$ cat src/rtl/bextdep_pkg.sv
// Shared definitions for the bit-extract/deposit arbiter slice: mode codes,
// a constant clog2 and the requester tag width.
package bextdep_pkg;

  localparam logic [1:0] MODE_BEXT  = 2'd0;
  localparam logic [1:0] MODE_BDEP  = 2'd1;
  localparam logic [1:0] MODE_BEXTR = 2'd2;
  localparam logic [1:0] MODE_BDEPR = 2'd3;

  function automatic int clog2(input int n);
    int r;
    int v;
    r = 0;
    v = n - 1;
    while (v > 0) begin
      r = r + 1;
      v = v >> 1;
    end
    return r;
  endfunction

  // Sized for the largest legal requester count so every NREQ shares one tag width.
  localparam int NREQ_MAX = 8;
  localparam int TAGW     = clog2(NREQ_MAX);

endpackage

$ cat src/rtl/bextdep_tagfifo.sv
// In-order FIFO of requester tags for requests currently inside the unit.
module bextdep_tagfifo
  import bextdep_pkg::*;
#(
  parameter int DEPTH = 8,
  parameter int TW    = 3
) (
  input  logic                   clock,
  input  logic                   reset,
  input  logic                   i_push,
  input  logic [TW-1:0]          i_push_tag,
  input  logic                   i_pop,
  output logic [TW-1:0]          o_head,
  output logic [clog2(DEPTH):0]  o_count,
  output logic                   o_full,
  output logic                   o_empty
);

  localparam int AW = clog2(DEPTH);

  logic [TW-1:0] r_mem [DEPTH];
  logic [AW-1:0] r_wr;
  logic [AW-1:0] r_rd;
  logic [AW:0]   r_count;
  logic          w_push_ok;
  logic          w_pop_ok;

  assign o_full    = (r_count == (AW+1)'(DEPTH));
  assign o_empty   = (r_count == '0);
  assign w_push_ok = i_push && !o_full;
  assign w_pop_ok  = i_pop && !o_empty;
  assign o_head    = r_mem[r_rd];
  assign o_count   = r_count;

  always_ff @(posedge clock) begin
    if (!reset) begin
      r_wr    <= '0;
      r_rd    <= '0;
      r_count <= '0;
    end else begin
      if (w_push_ok) r_wr <= r_wr + 1'b1;
      if (w_pop_ok)  r_rd <= r_rd + 1'b1;
      case ({w_push_ok, w_pop_ok})
        2'b10:   r_count <= r_count + 1'b1;
        2'b01:   r_count <= r_count - 1'b1;
        default: r_count <= r_count;
      endcase
    end
  end

  always_ff @(posedge clock) begin
    if (w_push_ok) r_mem[r_wr] <= i_push_tag;
  end

endmodule

$ cat src/rtl/bextdep_arbiter.sv
// Round-robin sharing of one bit-extract/deposit unit among NREQ requesters;
// results are steered back to their owners using the in-order tag FIFO.
module bextdep_arbiter
  import bextdep_pkg::*;
#(
  parameter int XLEN  = 32,
  parameter int NREQ  = 4,
  parameter int DEPTH = 8
) (
  input  logic                 clock,
  input  logic                 reset,
  input  logic [NREQ-1:0]      req_valid,
  output logic [NREQ-1:0]      req_ready,
  input  logic [2*NREQ-1:0]    req_mode,
  input  logic [XLEN*NREQ-1:0] req_value,
  input  logic [XLEN*NREQ-1:0] req_mask,
  output logic [NREQ-1:0]      rsp_valid,
  input  logic [NREQ-1:0]      rsp_ready,
  output logic [XLEN-1:0]      rsp_result,
  output logic                 unit_din_valid,
  input  logic                 unit_din_ready,
  output logic [1:0]           unit_din_mode,
  output logic [XLEN-1:0]      unit_din_value,
  output logic [XLEN-1:0]      unit_din_mask,
  input  logic                 unit_dout_valid,
  output logic                 unit_dout_ready,
  input  logic [XLEN-1:0]      unit_dout_result,
  output logic                 err_orphan
);

  localparam int              CW     = clog2(DEPTH) + 1;
  localparam logic [TAGW:0]   NREQ_W = (TAGW+1)'(NREQ);
  localparam logic [TAGW-1:0] LAST   = TAGW'(NREQ - 1);

  logic [TAGW-1:0]   r_rr;
  logic              r_err_orphan;
  logic [2*NREQ-1:0] w_shift;
  logic [TAGW:0]     w_sum;
  logic [TAGW-1:0]   w_g;
  logic              w_found;
  logic              w_grant_en;
  logic              w_push;
  logic              w_pop;
  logic              w_rsp_en;
  logic              w_head_ready;
  logic [TAGW-1:0]   w_head;
  logic [CW-1:0]     w_count;
  logic              w_full;
  logic              w_empty;

  // Rotating the doubled request vector by rr puts the search start at bit 0.
  assign w_shift = {req_valid, req_valid} >> r_rr;

  always_comb begin
    w_found = 1'b0;
    w_sum   = '0;
    for (int k = 0; k < NREQ; k++) begin
      if (!w_found && w_shift[k]) begin
        w_found = 1'b1;
        w_sum   = {1'b0, r_rr} + (TAGW+1)'(k);
      end
    end
    if (w_sum >= NREQ_W) w_sum = w_sum - NREQ_W;
    w_g = w_sum[TAGW-1:0];
  end

  assign w_grant_en     = reset && w_found && !w_full;
  assign unit_din_valid = w_grant_en;
  assign w_push         = w_grant_en && unit_din_ready;
  assign w_rsp_en       = reset && unit_dout_valid && !w_empty;
  assign unit_dout_ready = reset && !w_empty && w_head_ready;
  assign w_pop          = unit_dout_valid && unit_dout_ready;
  assign rsp_result     = unit_dout_result;
  assign err_orphan     = r_err_orphan;

  always_comb begin
    unit_din_mode  = '0;
    unit_din_value = '0;
    unit_din_mask  = '0;
    req_ready      = '0;
    rsp_valid      = '0;
    w_head_ready   = 1'b0;
    for (int k = 0; k < NREQ; k++) begin
      if (w_g == TAGW'(k)) begin
        unit_din_mode  = req_mode[2*k +: 2];
        unit_din_value = req_value[XLEN*k +: XLEN];
        unit_din_mask  = req_mask[XLEN*k +: XLEN];
        req_ready[k]   = w_grant_en && unit_din_ready;
      end
      if (w_head == TAGW'(k)) begin
        w_head_ready = rsp_ready[k];
        rsp_valid[k] = w_rsp_en;
      end
    end
  end

  always_ff @(posedge clock) begin
    if (!reset) begin
      r_rr         <= '0;
      r_err_orphan <= 1'b0;
    end else begin
      if (w_push) r_rr <= (w_g == LAST) ? '0 : w_g + 1'b1;
      if (unit_dout_valid && w_empty) r_err_orphan <= 1'b1;
    end
  end

  bextdep_tagfifo #(
    .DEPTH (DEPTH),
    .TW    (TAGW)
  ) u_tagfifo (
    .clock      (clock),
    .reset      (reset),
    .i_push     (w_push),
    .i_push_tag (w_g),
    .i_pop      (w_pop),
    .o_head     (w_head),
    .o_count    (w_count),
    .o_full     (w_full),
    .o_empty    (w_empty)
  );

endmodule
$ cat config.mk
export PLATFORM = sky130hd
export DESIGN_NAME = bextdep_arbiter
export DESIGN_NICKNAME = d
export VERILOG_FILES = /design/src/rtl/bextdep_pkg.sv /design/src/rtl/bextdep_tagfifo.sv /design/src/rtl/bextdep_arbiter.sv
export SDC_FILE = /design/constraint.sdc
export NUM_CORES = 1
export LEC_CHECK = 0
export CORE_AREA = 2 2 163 165
export CTS_CLUSTER_SIZE = 16
export DETAILED_ROUTE_END_ITERATION = 16
export DIE_AREA = 0 0 165 167
export PLACE_DENSITY = 0.55
export REMOVE_ABC_BUFFERS = 1
export SKIP_CTS_REPAIR_TIMING = 1
export SLEW_MARGIN = 5
export SYNTH_ARGS = -nofsm -noshare
export SYNTH_HDL_FRONTEND = slang
export SYNTH_SLANG_ARGS = --single-unit
$ cat constraint.sdc
create_clock -name clock -period 10.9 [get_ports clock]
set_clock_uncertainty 0.2 [all_clocks]
set_input_delay 2.18 -clock clock [delete_from_list [all_inputs] [get_ports clock]]
set_output_delay 2.18 -clock clock [all_outputs]
set_load 0.02 [all_outputs]
# --- Yosys cells after proc, flatten, opt, wreduce, memory -nomap -nowiden ---
# Memories as Yosys holds them, arrays and structs flattened. A register that Yosys moved wholly into a read port is not among the register bits.
# Index checks and enable logic that the tools add are counted.
op_classes:
  addsub: 9
  mul: 0
  div: 0
  order_cmp: 1
  n_eq_ne: 9
  shift: 1
  mux: 39
  bitwise: 0
  n_reduce_logical: 23
ops:
  columns: ["operator", "count"]
  rows:
  - ["2-to-1 mux 32 bit", 8]
  - ["2-to-1 mux 1 bit", 18]
  - ["2-to-1 mux 3 bit", 5]
  - ["logical AND 1 bit", 14]
  - ["== test 3 x 2 -> 1 bit, second input constant", 4]
  - ["2-to-1 mux 4 bit", 3]
  - ["adder 3 x 1 -> 3 bit, second input constant", 3]
  - ["adder 3 x 2 -> 4 bit, second input constant", 2]
  - ["2-to-1 mux 2 bit", 4]
  - ["one-hot mux 4 bit (2 select lines)", 1]
  - [">> shifter 8 x 3 -> 4 bit", 1]
  - ["== test 3 x 1 -> 1 bit, second input constant", 2]
  - ["zero test 3 bit", 2]
  - ["zero test 1 bit", 5]
  - ["adder 3 x 1 -> 4 bit, second input constant", 1]
  - ["adder 4 x 1 -> 4 bit, second input constant", 1]
  - ["== test 4 bit, second input constant", 1]
  - ["greater-or-equal comparator 4 x 3 -> 1 bit, second input constant", 1]
  - ["zero test 4 bit", 1]
  - ["subtractor 4 x 1 -> 4 bit, second input constant", 1]
  - ["subtractor 3 bit, second input constant", 1]
  - ["== test 2 x 1 -> 1 bit, second input constant", 1]
  - ["== test 2 bit, second input constant", 1]
  - ["nonzero test 2 bit", 1]
word_totals:
  reg_bits: 14
  latch_bits: 0
  ramBits: 24
  mem_bits_ro: 0
  output_inout_bits: 109
  word_cells: 88
  memories: 1
mem_list:
  columns: ["memory", "words", "word_bits", "read_ports", "rd_clocked_by_memory_dff", "write_ports", "line", "text"]
  rows:
  - ["u_tagfifo.r_mem", 8, 3, 1, 1, 1, "bextdep_tagfifo.sv:21", "logic [TW-1:0] r_mem [DEPTH];"]

# --- Logic depth before layout (Yosys ltp) ---
# Gate-level depths: netlist (run 1).
depth:
  word_depth: 18
  depth_mapped: 17
  depth_no_buf: 13

# --- Hierarchy ---
# A second synthesis (run 1) with hierarchy kept.
unflattened:
  cells_unflattened: 760
  hier_area_um2: 5148.7
by_module_without_submodules:
  columns: ["module", "instances", "cells_each", "area_per_inst_um2", "seq_area_each_um2"]
  rows:
  - ["bextdep_arbiter", 1, 652, 3549.7, 80.1]
  - ["bextdep_tagfifo", 1, 108, 1599.0, 980.9]

# --- Least setup slack after synthesis (run 1) ---
# OpenSTA, ideal clock, no wires.
synth_path:
  kind: "in2out"
  startpoint: "input port req_valid[2]"
  endpoint: "output port unit_din_mask[10]"
  arrival_ps: 4940
  setup_slack_ps: 3580
  cell_stages: 14
  path_buffers: 2
  path_cell_list: "nor4bb_1 > nor3_1 > a21oi_1 > o21ai_0 > o21ai_0 > ha_1 > clkbuf_1 > clkbuf_1 > nand2_1 > a21oi_1 > a21oi_1 > nor2_1 > a21oi_1 > nor2_1"
synth_via:
  elab_chain_cells: 18
  elab_cells_between_ends: 25
  classes_between: "add/sub: 1; order compare: 1; eq/ne: 3; shift: 1; mux: 12; reduce/logical: 7"
synth_rtl:
  columns: ["item", "line", "text"]
  rows:
  - ["start: declaration", "bextdep_arbiter.sv:12", "input logic [NREQ-1:0] req_valid,"]
  - [">> shifter 8 x 3 -> 4 bit (*)", "bextdep_arbiter.sv:52", "assign w_shift = {req_valid, req_valid} >> r_rr;"]
  - ["2-to-1 mux 1 bit", "bextdep_arbiter.sv:58", "if (!w_found && w_shift[k]) begin"]
  - ["zero test 1 bit", "bextdep_arbiter.sv:58", null]
  - ["logical AND 1 bit", "bextdep_arbiter.sv:58", null]
  - ["2-to-1 mux 1 bit", "bextdep_arbiter.sv:58", null]
  - ["zero test 1 bit", "bextdep_arbiter.sv:58", null]
  - ["logical AND 1 bit", "bextdep_arbiter.sv:58", null]
  - ["2-to-1 mux 1 bit", "bextdep_arbiter.sv:58", null]
  - ["zero test 1 bit", "bextdep_arbiter.sv:58", null]
  - ["logical AND 1 bit", "bextdep_arbiter.sv:58", null]
  - ["2-to-1 mux 4 bit (*)", "bextdep_arbiter.sv:58", null]
  - ["greater-or-equal comparator 4 x 3 -> 1 bit or subtractor 3 bit (tied branches)", "bextdep_arbiter.sv:63", "if (w_sum >= NREQ_W) w_sum = w_sum - NREQ_W;"]
  - ["2-to-1 mux 3 bit (*)", "bextdep_arbiter.sv:63", null]
  - ["net u_tagfifo.i_push_tag[0]", "bextdep_tagfifo.sv:11", "input logic [TW-1:0] i_push_tag,"]
  - ["zero test 3 bit", "bextdep_arbiter.sv:84", "if (w_g == TAGW'(k)) begin"]
  - ["2-to-1 mux 32 bit (3 in a row)", "bextdep_arbiter.sv:84", null]
  - ["2-to-1 mux 32 bit (*)", "bextdep_arbiter.sv:84", null]
  - ["end: declaration", "bextdep_arbiter.sv:24", "output logic [XLEN-1:0] unit_din_mask,"]
# Mark *: on every way through the listed nets, which the timed path passes. The rest lies on a longest branch.

# --- Worst setup path after layout (run 1) ---
layout_path:
  startpoint: "input port req_valid[0]"
  endpoint: "output port unit_din_value[2]"
layout_via:
  elab_chain_cells: 18
  elab_cells_between_ends: 25
  classes_between: "add/sub: 1; order compare: 1; eq/ne: 3; shift: 1; mux: 12; reduce/logical: 7"
layout_rtl:
  columns: ["item", "line", "text"]
  rows:
  - [">> shifter 8 x 3 -> 4 bit (*)", "bextdep_arbiter.sv:52", null]
  - ["2-to-1 mux 1 bit", "bextdep_arbiter.sv:58", null]
  - ["zero test 1 bit", "bextdep_arbiter.sv:58", null]
  - ["logical AND 1 bit", "bextdep_arbiter.sv:58", null]
  - ["2-to-1 mux 1 bit", "bextdep_arbiter.sv:58", null]
  - ["zero test 1 bit", "bextdep_arbiter.sv:58", null]
  - ["logical AND 1 bit", "bextdep_arbiter.sv:58", null]
  - ["2-to-1 mux 1 bit", "bextdep_arbiter.sv:58", null]
  - ["zero test 1 bit", "bextdep_arbiter.sv:58", null]
  - ["logical AND 1 bit", "bextdep_arbiter.sv:58", null]
  - ["2-to-1 mux 4 bit (*)", "bextdep_arbiter.sv:58", null]
  - ["greater-or-equal comparator 4 x 3 -> 1 bit or subtractor 3 bit (tied branches)", "bextdep_arbiter.sv:63", null]
  - ["2-to-1 mux 3 bit (*)", "bextdep_arbiter.sv:63", null]
  - ["net u_tagfifo.i_push_tag[0]", "bextdep_tagfifo.sv:11", null]
  - ["zero test 3 bit", "bextdep_arbiter.sv:84", null]
  - ["2-to-1 mux 32 bit (3 in a row)", "bextdep_arbiter.sv:84", null]
  - ["2-to-1 mux 32 bit (*)", "bextdep_arbiter.sv:84", null]
  - ["end: declaration", "bextdep_arbiter.sv:23", "output logic [XLEN-1:0] unit_din_value,"]
# Marks and branches as above.

==> reports/metrics.csv, run 1 <==
metric,value,unit
Critical Path Fanout Max,34,
DIE AREA,0.0276,mm^2
"Seq/Total Area, Yosys",0.204,
initial DRC count,277,
top cells by instance count after synthesis,"203 x a21oi_1, 132 x nor2_1, 71 x nand2_1, 64 x nand3b_1, 48 x clkbuf_1",
# diodes,0,
Finished Core Util,0.343,
prevailing post-synth register cell,edfxtp_1,
Synth cell types,58,
DRC,0,
Critical Path AT,6700,ps
final setup vio count,0,
PnR worst setup slack,1820,ps
Clock Tree Buf Depth,2,
largest net degree at the start of global routing,99,
"Avg Cell Area, Syn",6.75,um^2
Achievable Freq,110,MHz
drt first pass iters,4,
chip width,165,um
"Largest stage delay, worst path",730,ps
Pwr Total,2330,uW
Leakage,0.00319,uW
Hold Fails Final Rpt,0,
gr usage total,0.166,
CTS Sinks,41,
post-synthesis compound-gate area fraction,0.260,
Root Driver,clkbuf_16,
vias,6374,
Congestion Overflow GR,0,
Setup CP Type,primary input to output port,
worst slew pin tran,1010,ps
RSZ-0062 raised after global routing,false,
most common cell in the netlist,a21oi_1,
Routed Antenna Nets,0,
adder-cell share of the synthesized area,0.0351,
worst hold path class,register to register,
placed insts,1367,
starting density of the core,0.202,
dpl hpwl,19.6,mm
htree depth,2,
portion of netlist area occupied by mux cells,0.0509,
GP Congestion,0.871,
fin crit share,0.833,
boundary pin count,417,
crit-path cells,"clkdlybuf4s50_1, nand3b_1, a32oi_4, nor2b_1, o21ai_0, o21ai_0, buf_4, inv_1, ha_2, buf_4, nand3b_1, a21oi_1, a21oi_1, nor2_1, a21oi_1, nor2_1, clkdlybuf4s50_1",
Crit. End Element,output port,
fin cells,1375,
top cell type's share of synthesized area,0.195,
Post-synth EDFFs,24,
crit-path most repeated cell,a21oi_1,
Synth Cell Area,0.00521,mm^2
clock latency on the worst-skew pair,280,ps
status,completed,
Die Y,167,um
CTS tree,done,
share of synthesized registers carrying an async set or reset,0,
Layout area overhead,69.6,%
final WL,24.7,mm
fin nets,1361,
Post-Synth XOR/XNOR Area,0.00840,
cts bufs inserted,5,
PortBufs,352,
Synth Area in Simple Gates,0.322,
largest family of logic cells by synthesized area,simple AND/OR/NAND/NOR gates,
drt via density,4.64,
WL per Instance,17.9,um
Synth Instances,772,
core area,0.0258,mm^2
Post-Place Worst Slack,1800,ps
Cell Rows,59,
fraction of layout cells with a size suffix above 1,0.0490,
Final min period,9080,ps
peak supply drop,197,uV
PwrDens,263,mW/mm^2
"Slew Viols, Final",0,
Worst EP required,8520,ps
Yosys top cell by area,a21oi_1,
Worst setup SP type,primary input,
vias in the first global route,6006,
"CTS clk-pin slew, worst paths",60,ps
Total Neg Setup Slack,0,ps
initial antenna violation count,0,
first-pass GRT wire length,35.3,mm
Slew headroom,0.328,
Ys Warns,0,
Max-Cap Viols,0,
dominant cells by area after synthesis,"a21oi_1 19%, edfxtp_1 14%, nor2_1 9.5%",
slowest CP cell,ha_2,
"flops & latches, synth",41,
[cell families (layout without fill, tap and decap cells)]
group / after synthesis / count (layout)
multiplexers: 22 / 22
AO/OA/AOI/OAI: 245 / 245
XOR/XNOR: 5 / 5
buffers and inverters: 114 / 382
flip-flops: 41 / 41
AND/OR/NAND/NOR: 331 / 331
adder cells (fa/ha/maj): 14 / 14
[final timing paths]
kind              slack (ps)                    to  cells past startpoint              start
hold / removal           260              register                      1  u_tagfifo.r_rd[2]
setup reg to reg        6820  u_tagfifo.o_count[3]                     11            r_rr[0]
hold reg to reg          260              register                      1  u_tagfifo.r_rd[2]
setup / recovery        1820     unit_din_value[2]                     17       req_valid[0]
[power breakdown]
group | switching [uW] | internal (uW)
clock network | 60.6 | 85.1
logic | 1120 | 866
registers | 14.8 | 180
[critical path: cells and delay by family]
| kind | cells | cell delay (ps) |
|---|---|---|
| buffers and inverters | 5 | 2080 |
| AOI/OAI and AO/OA | 6 | 1030 |
| adders and majority gates | 1 | 730 |
| and+or+nand+nor | 5 | 660 |
[flip-flops by register name (all words and copies together), names as in the netlist, named ones only]
name,flops
u_tagfifo.r_mem,24
u_tagfifo.o_count,4
r_rr,3
u_tagfifo.r_rd,3
u_tagfifo.r_wr,3
err_orphan,1
[routing by layer]
layer  routed length (um)  track usage
met1                 9230        0.179
met2                12400        0.300
met3                 2720       0.0717
met4                  335       0.0272
met5                    0            0
[stage by stage]
step           area (um^2)  hold slack, ps
4_1_cts               8840             261
5_1_grt               8840             273
3_3_place_gp          8690             243
6_report              8840             261
3_5_place_dp          8690             252
2_1_floorplan         4640             227
[area by class of cell]
| cell class | count | area, um^2 |
|---|---|---|
| fillers | 2757 | 16900 |
| repair buffers | 359 | 3590 |
| multi-input cells | 617 | 3560 |
| flip-flops and latches | 41 | 1060 |
| well taps | 335 | 419 |
| clock buffers | 5 | 125 |
| inverters | 15 | 56.3 |
| clock inverters | 3 | 22.5 |
[layout by cell type, fill, tap and decap left out, types with 14 or more instances in the layout]
| cell type | n |
|---|---|
| nand2_1 | 71 |
| edfxtp_1 | 24 |
| nand3b_1 | 64 |
| nor2_1 | 132 |
| nor2_2 | 16 |
| o21ai_0 | 14 |
| dfxtp_1 | 17 |
| clkdlybuf4s50_1 | 352 |
| mux2i_1 | 16 |
| inv_1 | 14 |
| a21oi_1 | 203 |
Note: power is estimated with default switching activity, not from simulation.
==> run 2, diff against run 1 <==
--- a/config.mk
+++ b/config.mk
@@ -5,11 +5,11 @@
 export SDC_FILE = /design/constraint.sdc
 export NUM_CORES = 1
 export LEC_CHECK = 0
-export CORE_AREA = 2 2 163 165
+export CORE_AREA = 2 2 160 162
 export CTS_CLUSTER_SIZE = 16
 export DETAILED_ROUTE_END_ITERATION = 16
-export DIE_AREA = 0 0 165 167
-export PLACE_DENSITY = 0.55
+export DIE_AREA = 0 0 162 164
+export PLACE_DENSITY = 0.57
 export REMOVE_ABC_BUFFERS = 1
 export SKIP_CTS_REPAIR_TIMING = 1
 export SLEW_MARGIN = 5
==> constraint.sdc (replaced) <==
create_clock -name clock -period 9.24 [get_ports clock]
set_clock_uncertainty 0.2 [all_clocks]
set_input_delay 1.848 -clock clock [delete_from_list [all_inputs] [get_ports clock]]
set_output_delay 1.848 -clock clock [all_outputs]
set_load 0.02 [all_outputs]
==> reports/metrics.csv, run 2 (synthesized netlist as in run 1, its figures left out) <==
metric,value,unit,change
most flop-heavy register,u_tagfifo.r_mem,,unchanged
status,completed,,unchanged
Clock Tree Buf Depth,2,,unchanged
Post-DP Area,0.00877,mm^2,was 0.00869 mm^2
Routed Antenna Nets,0,,unchanged
dpl hpwl,20.9,mm,was 19.6 mm
Layout area overhead,71.2,%,was 69.6%
Cell Rows,58,,was 59
Worst EP required,7190,ps,was 8520 ps
WL per Instance,18.3,um,was 17.9 um
Leakage,0.00324,uW,was 0.00319 uW
"commonest cells after routing, fill and taps aside","352 x clkdlybuf4s50_1, 203 x a21oi_1, 132 x nor2_1",,unchanged
DRC,0,,unchanged
Setup CP Type,primary input to output port,,unchanged
"Slew Viols, Final",0,,unchanged
final instance area,0.00892,mm^2,was 0.00884 mm^2
Critical Path Fanout Max,77,,was 34
CTS tree,done,,unchanged
crit-path most repeated cell,a21oi_1,,unchanged
Total Neg Setup Slack,0,ps,unchanged
fraction of layout cells with a size suffix above 1,0.0563,,was 0.0490
first-pass GRT wire length,36.4,mm,was 35.3 mm
final WL,25.3,mm,was 24.7 mm
CTS Sinks,41,,unchanged
drt via density,4.62,,was 4.64
chip width,162,um,was 165 um
fin nets,1369,,was 1361
crit-path cells,"clkdlybuf4s50_1, nor4bb_1, nor3_1, a21oi_1, a211o_1, a32oi_1, inv_1, ha_4, buf_4, a21oi_1, a21oi_1, nor2_1, a21oi_1, nor2_2, clkdlybuf4s50_1",,"was clkdlybuf4s50_1, nand3b_1, a32oi_4, nor2b_1, o21ai_0, o21ai_0, buf_4, inv_1, ha_2, buf_4, nand3b_1, a21oi_1, a21oi_1, nor2_1, a21oi_1, nor2_1, clkdlybuf4s50_1"
max FFs per register,24,,unchanged
Slew headroom,0.422,,was 0.328
worst hold path class,register to register,,unchanged
Congestion Overflow GR,0,,unchanged
RSZ-0062 raised after global routing,false,,unchanged
filler instances,2691,,was 2757
PwrDens,314,mW/mm^2,was 263 mW/mm^2
clock latency on the worst-skew pair,290,ps,was 280 ps
Hold Crit Start,u_tagfifo.r_rd[2],,unchanged
gr usage total,0.179,,was 0.166
FF-to-FF setup slack,5380,ps,was 6820 ps
initial antenna violation count,2,,was 0
"Largest stage delay, worst path",700,ps,was 730 ps
Critical Path AT,6040,ps,was 6700 ps
cts bufs inserted,5,,unchanged
vias in the first global route,6044,,was 6006
Worst setup SP type,primary input,,unchanged
core area,0.0248,mm^2,was 0.0258 mm^2
slowest CP cell,ha_4,,was ha_2
GP Congestion,0.905,,was 0.871
Worst R2R End,u_tagfifo.o_count[3],,unchanged
htree depth,2,,unchanged
DIE AREA,0.0266,mm^2,was 0.0276 mm^2
largest net degree at the start of global routing,80,,was 99
"CTS clk-pin slew, worst paths",60,ps,about the same
drt first pass iters,4,,unchanged
Die Y,164,um,was 167 um
initial DRC count,267,,was 277
peak supply drop,147,uV,was 197 uV
boundary pin count,417,,unchanged
Achievable Freq,124,MHz,
PortBufs,352,,unchanged
final setup vio count,0,,unchanged
Root Driver,clkbuf_16,,unchanged
Worst R2R Path Depth,12,,was 11
hold path cells,1,,unchanged
"most common cell after layout, fill and taps aside",clkdlybuf4s50_1,,unchanged
worst slew pin tran,855,ps,was 1010 ps
Max-Cap Viols,0,,unchanged
Final min period,8090,ps,
fin crit share,0.876,,
Hold Fails Final Rpt,0,,unchanged
vias,6377,,was 6374
starting density of the core,0.210,,was 0.202
Crit. End Element,output port,,unchanged
==> run 2: changes by cell type in the layout (fill, tap and decap cells not counted) <==
cell	before	now
buf_12	1	3
clkinvlp_4	0	1
buf_4	6	12
clkinv_4	2	1
clkinv_2	1	0
inv_6	0	1
diode_2	0	1
==> run 2: layout make-up <==
class	count	area [um^2]	area share
Timing Repair Buffer	367	3670	0.412
Tap cell	330	413	0.0463
Clock inverter	3	25.0	0.00281
Sequential cell	41	1060	0.119
Multi-Input combinational cell	617	3560	0.400
Clock buffer	5	125	0.0140
Antenna cell	1	2.50	0.000281
Inverter	15	56.3	0.00631
==> run 2: worst max-delay path by stage <==
| stage | startpoint | end | slack, ps |
|---|---|---|---|
| after floorplan | req_valid[2] | req_ready[3] | 1050 |
| after global placement | req_valid[2] | unit_din_mask[1] | 1190 |
| after detailed placement | req_valid[2] | unit_din_mask[1] | 1170 |
| after CTS | req_valid[0] | unit_din_mask[1] | 1170 |
| after global routing | req_valid[2] | unit_din_mask[1] | 760 |
| final | req_valid[2] | unit_din_mask[1] | 1150 |
==> run 2: power breakdown <==
group	switching (uW)	total [uW]	internal, uW
Clock	78.1	180	102
Combinational	1340	2390	1050
Sequential	17.7	230	213
Total	1440	2800	1360
==> run 2: worst max-delay path: cells and delay by family <==
| kind | cells | cell delay (ps) |
|---|---|---|
| buffers and inverters | 4 | 1810 |
| adders and majority gates | 1 | 700 |
| and+or+nand+nor | 4 | 610 |
| AOI/OAI and AO/OA | 6 | 960 |
==> run 2: metrics by stage <==
step | setup slack, ps | utilization | hold WS [ps] | total power [uW] | instances
after global routing | 756 | 0.359 | 291 | 3050 | 1379
after detailed placement | 1170 | 0.353 | 252 | 2650 | 1370
final | 1150 | 0.359 | 259 | 2800 | 1379
after CTS | 1170 | 0.359 | 261 | 2840 | 1378
after floorplan | 1050 | - | 227 | 1600 | 673
after global placement | 1190 | 0.353 | 250 | 2640 | 1370
==> run 2: metal layers <==
metal  GRT usage  part of all wire  vias up  routed length, um
met4      0.0362             0.015        4                374
met3      0.0909              0.12       23               3010
met2       0.305              0.47      243              11800
li1            -                 -     3202                  -
met5      0.0417            0.0068        -                172
met1       0.200              0.39     2905               9870
